===== src/rtl/regfile_commit_sched.sv =====
// Commit-side write scheduler: buffers up to 4 retiring results per cycle in program order
// and drains up to 3 per cycle onto the register file write ports.

module regfile_commit_port #(
   parameter int AW = 3,
   parameter int DW = 16
) (
   input  logic          clk,
   input  logic          reset,
   input  logic          take,
   input  logic          keep,
   input  logic [AW-1:0] addr,
   input  logic [DW-1:0] data,
   output logic          wen,
   output logic [AW-1:0] waddr,
   output logic [DW-1:0] wdata
);
   always_ff @(posedge clk) begin
      if (reset) begin
         wen   <= 1'b0;
         waddr <= '0;
         wdata <= '0;
      end else begin
         wen <= take & keep;
         // idle ports keep their last address/data
         if (take) begin
            waddr <= addr;
            wdata <= data;
         end
      end
   end
endmodule

module regfile_commit_sched #(
   parameter int DEPTH = 8,
   parameter int AW    = 3,
   parameter int DW    = 16
) (
   input  logic                     clk,
   input  logic                     reset,
   input  logic [3:0]               in_valid,
   input  logic [4*AW-1:0]          in_waddr,
   input  logic [4*DW-1:0]          in_wdata,
   output logic                     in_ready,
   input  logic                     drain_en,
   output logic                     wen0,
   output logic                     wen1,
   output logic                     wen2,
   output logic [AW-1:0]            waddr0,
   output logic [AW-1:0]            waddr1,
   output logic [AW-1:0]            waddr2,
   output logic [DW-1:0]            wdata0,
   output logic [DW-1:0]            wdata1,
   output logic [DW-1:0]            wdata2,
   output logic [$clog2(DEPTH):0]   count,
   output logic                     empty
);
   localparam int PW = $clog2(DEPTH);
   localparam logic [PW:0] RDY_MAX = (PW+1)'(DEPTH - 4);
   localparam logic [PW:0] CNT_1   = (PW+1)'(1);
   localparam logic [PW:0] CNT_2   = (PW+1)'(2);
   localparam logic [PW:0] CNT_3   = (PW+1)'(3);

   typedef struct packed {
      logic [AW-1:0] addr;
      logic [DW-1:0] data;
   } ent_t;

   ent_t q [DEPTH];
   logic [PW-1:0] head, tail;

   logic [3:0][AW-1:0] la;
   logic [3:0][DW-1:0] ld;
   assign la = in_waddr;
   assign ld = in_wdata;

   assign in_ready = (count <= RDY_MAX);
   assign empty    = (count == '0);

   // compaction offsets: lane k lands at tail + (valid lanes older than k)
   logic [PW-1:0] ofs [4];
   logic [2:0]    enq_n;
   always_comb begin
      enq_n = '0;
      for (int k = 0; k < 4; k++) begin
         ofs[k] = PW'(enq_n);
         if (in_valid[k]) enq_n = enq_n + 3'd1;
      end
      if (!in_ready) enq_n = '0;
   end

   ent_t       g [3];
   logic [2:0] take, keep;
   logic [1:0] deq_n;
   always_comb begin
      for (int i = 0; i < 3; i++) g[i] = q[head + PW'(i)];
      take = 3'b000;
      if (drain_en) begin
         if (count >= CNT_3)      take = 3'b111;
         else if (count == CNT_2) take = 3'b011;
         else if (count == CNT_1) take = 3'b001;
      end
      deq_n = take[2] ? 2'd3 : take[1] ? 2'd2 : take[0] ? 2'd1 : 2'd0;
      // an older write is dropped when a younger one in the same group hits the same register
      keep[0] = !((take[1] && g[1].addr == g[0].addr) || (take[2] && g[2].addr == g[0].addr));
      keep[1] = !(take[2] && g[2].addr == g[1].addr);
      keep[2] = 1'b1;
   end

   always_ff @(posedge clk) begin
      for (int k = 0; k < 4; k++)
         if (in_ready && in_valid[k]) q[tail + ofs[k]] <= ent_t'{addr: la[k], data: ld[k]};
   end

   always_ff @(posedge clk) begin
      if (reset) begin
         head  <= '0;
         tail  <= '0;
         count <= '0;
      end else begin
         tail  <= tail + PW'(enq_n);
         head  <= head + PW'(deq_n);
         count <= count + (PW+1)'(enq_n) - (PW+1)'(deq_n);
      end
   end

   logic [2:0]          wen_v;
   logic [2:0][AW-1:0]  wa_v;
   logic [2:0][DW-1:0]  wd_v;

   for (genvar p = 0; p < 3; p++) begin : g_port
      regfile_commit_port #(.AW(AW), .DW(DW)) u_port (
         .clk   (clk),
         .reset (reset),
         .take  (take[p]),
         .keep  (keep[p]),
         .addr  (g[p].addr),
         .data  (g[p].data),
         .wen   (wen_v[p]),
         .waddr (wa_v[p]),
         .wdata (wd_v[p])
      );
   end

   assign wen0 = wen_v[0];
   assign wen1 = wen_v[1];
   assign wen2 = wen_v[2];
   assign waddr0 = wa_v[0];
   assign waddr1 = wa_v[1];
   assign waddr2 = wa_v[2];
   assign wdata0 = wd_v[0];
   assign wdata1 = wd_v[1];
   assign wdata2 = wd_v[2];
endmodule

===== config.mk =====
export PLATFORM = sky130hd
export DESIGN_NAME = regfile_commit_sched
export DESIGN_NICKNAME = d
export VERILOG_FILES = /design/src/rtl/regfile_commit_sched.sv
export SDC_FILE = /design/constraint.sdc
export NUM_CORES = 1
export LEC_CHECK = 0
export CAP_MARGIN = 20
export CORE_AREA = 5 5 197 199
export DETAILED_ROUTE_END_ITERATION = 8
export DIE_AREA = 0 0 202 204
export HOLD_SLACK_MARGIN = 0.1
export PLACE_DENSITY = 0.7
export SETUP_SLACK_MARGIN = 0.5
export SYNTH_ARGS = -nofsm -noshare
export SYNTH_HDL_FRONTEND = slang
export SYNTH_SLANG_ARGS = --single-unit
export TNS_END_PERCENT = 10

===== constraint.sdc =====
create_clock -name clk -period 10.4 [get_ports clk]
set_input_delay 2.08 -clock clk [delete_from_list [all_inputs] [get_ports clk]]
set_output_delay 2.08 -clock clk [all_outputs]
set_load 0.02 [all_outputs]

==> impl_metrics.json <==
{
  "power_frac_comb": 0.554,
  "ir_drop_mv": 0.217,
  "avgViaCountPerCell": 6.98,
  "setup_viol": 0,
  "start_util": 0.440,
  "drc": 0,
  "postSynthAreaPerCell_um2": 10.7,
  "nets": 1633,
  "min_period_over_period": 0.624,
  "dieWidth_um": 202,
  "synth-compound-area-share": 0.230,
  "max-slew-margin-rel": 0.211,
  "place_inst": 1971,
  "muxShareOfSynthArea": 0.188,
  "yosysWarnings": 0,
  "synth_area_um2": 16300,
  "grt_usage": 0.299,
  "cts_setup_buffers": 0,
  "htree_levels": 1,
  "antenna_found_initial": 7,
  "drt_iter0_markers": 2195,
  "rr_worst_depth": 6,
  "clk_latency_ns": 0.56,
  "dr.pass1.iters": 6,
  "cts_made_buffers": 26,
  "period_needed_ns": 6.49,
  "fin_tns_setup_ns": 0,
  "status": "completed",
  "grt-ovfl-total": 0,
  "cts.sink_count": 222,
  "synth_edf_count": 152,
  "critPathMaxFanout": 20,
  "wl_um": 63500,
  "globalplace.congestion": 1.01,
  "synth_nets": 1632,
  "clockBufferDepth": 3,
  "p_leak_uw": 0.00611,
  "synth_top_cell_area_share": 0.280,
  "die-height_um": 204,
  "postRouteAntennaNets": 0,
  "synthDistinctLibCells": 49,
  "dpl.hpwl_um": 47700,
  "synth_most_common_cell": "a211oi_1",
  "syn_inst": 1528,
  "seq_area_frac_synth": 0.366,
  "p_sw_uw": 2710,
  "internal_power_uw": 3340,
  "rsz0062_at_grt": "false",
  "ys_top_cells_by_count": "a211oi_1, edfxtp_1, o2bb2ai_1",
  "clk_pin_slew_ns": 0.06,
  "power_frac_clock": 0.150,
  "grt_pass1_vias": 13000,
  "cts_root_buf": "clkbuf_16",
  "cts_hold_buf": 0,
  "final_hold_viol_count": 0,
  "r2r_slack_ns": 6.22,
  "cts_tree": "yes",
  "ys_ff_latch": 222,
  "path_class": "input pin to flip-flop",
  "worst_ep_required_time_ns": 10.56,
  "wire_per_inst_um": 31.4,
  "worst_pin_slew_ns": 1.17,
  "cts-resized-gates": 0,
  "fmax_ghz": 0.154,
  "syn2layout_area_growth_pct": 13.7,
  "num_rows": 71,
  "yosys.area_share.xor_xnor": 0.0180,
  "dr_total_vias": 14100,
  "async_flop_share": 0,
  "drive_gt1_frac": 0.134,
  "synth_top_family_by_area": "compound AO/OA/AOI/OAI gates",
  "stdcell_count": 2023,
  "ioPinCount": 149,
  "p_per_area_nw_per_um2": 327,
  "ys_top_cells_by_area": "edfxtp_1, mux4_2, a211oi_1",
  "grt_pass1_wl_um": 92600,
  "worstPathArrival_ns": 6.66,
  "clock_skew_ns": 0.0130,
  "hold_class": "flip-flop to flip-flop",
  "num_antenna_cells": 0,
  "synth-main-ff-cell": "edfxtp_1",
  "finalMaxSlewViolations": 0,
  "dieArea_um2": 41200,
  "port_buffers": 148,
  "core_um2": 37000,
  "end_kind": "flip-flop",
  "holdPathStages": 2,
  "pwr-share-seq": 0.296,
  "maxCapViolations": 0,
  "fill_cells": 3274,
  "synth.largest_area_cell": "edfxtp_1",
  "cp-start-kind": "input pin",
  "synthSimpleGateAreaFrac": 0.117,
  "synth_fa_ha_area_frac": 0.0189,
  "switching_share": 0.448,
  "grt_max_degree": 71
}
-- state kept, by name, summed over array words and instances, names as in the netlist --
name and cells:
count 4, g_port.u_port.waddr 9, g_port.u_port.wdata 48, g_port.u_port.wen 3, head 3, q 152, tail 3
-- layout by cell type (no fill, tap or decap), drive strengths merged, types with 20 or more instances in the layout --
cell type      count
nand3             38
inv               20
dfxtp             70
a211oi           195
o2bb2ai          152
and3             117
nor2             114
nand2             42
mux4             110
edfxtp           152
buf               24
o21ai            153
clkdlybuf4s50    147
mux2i             59
clkbuf            27
-- cell type report --
type	count	area (µm²)	share of cell area
Timing Repair Buffer	171	1700	0.0919
Tap cell	474	593	0.0320
Inverter	16	60.1	0.00324
Clock buffer	27	654	0.0353
Multi-Input combinational cell	1092	9360	0.505
Sequential cell	222	5970	0.322
Clock inverter	21	190	0.0103
-- stage by stage --
stage	hold WS, ns	util	cell area (µm²)	setup slack [ns]	power (µW)
global route	0.515	0.500	18500	3.78	6370
floorplan	0.569	-	16300	5.11	3960
CTS	0.502	0.499	18500	4.02	5990
detailed placement	0.493	0.476	17600	3.45	5080
finish	0.498	0.500	18500	3.91	6050
global placement	0.491	0.475	17600	3.47	5000
-- metal layers --
metal | global-route usage | wire length (µm) | vias to the layer above
met2 | 0.414 | 25900 | 964
met4 | 0.0383 | 955 | 8
met1 | 0.473 | 28200 | 6936
li1 | - | - | 6118
met3 | 0.0866 | 8400 | 86
met5 | 0 | 55 | -
-- power groups by stage --
stage                     Clock [µW]  Combinational [µW]  Sequential, µW
after floorplan                    0                2250            1710
after global placement             0                3220            1780
after detailed placement           0                3270            1810
after CTS                        918                3280            1790
after global routing             957                3570            1840
final                            906                3350            1790
-- worst paths after layout --
| check | start | end |
|---|---|---|
| setup reg to reg | tail[0] | q[7][1] |
| setup / recovery | in_valid[1] | q[7][1] |
| hold reg to reg | g_port[1].u_port.waddr[2] | g_port[1].u_port.waddr[2] |
| hold / removal | g_port[1].u_port.waddr[2] | g_port[1].u_port.waddr[2] |
-- cell families after synthesis --
logic type               Yosys count
XOR/XNOR                          28
multiplexers                     169
AO/OA/AOI/OAI                    523
flip-flops                       222
buffers and inverters            214
adder cells (fa/ha/maj)           21
AND/OR/NAND/NOR                  351
-- critical path, stage by stage --
cell and delay [ns]:
clkdlybuf4s50_1 0.50, inv_1 0.13, ha_1 0.35, xor2_1 0.20
ha_1 0.26, fa_1 0.44, xor2_2 0.19, xnor2_2 0.54
nand3_1 0.77, nand3_1 1.17
No activity file was read; power rests on OpenSTA's default activity.
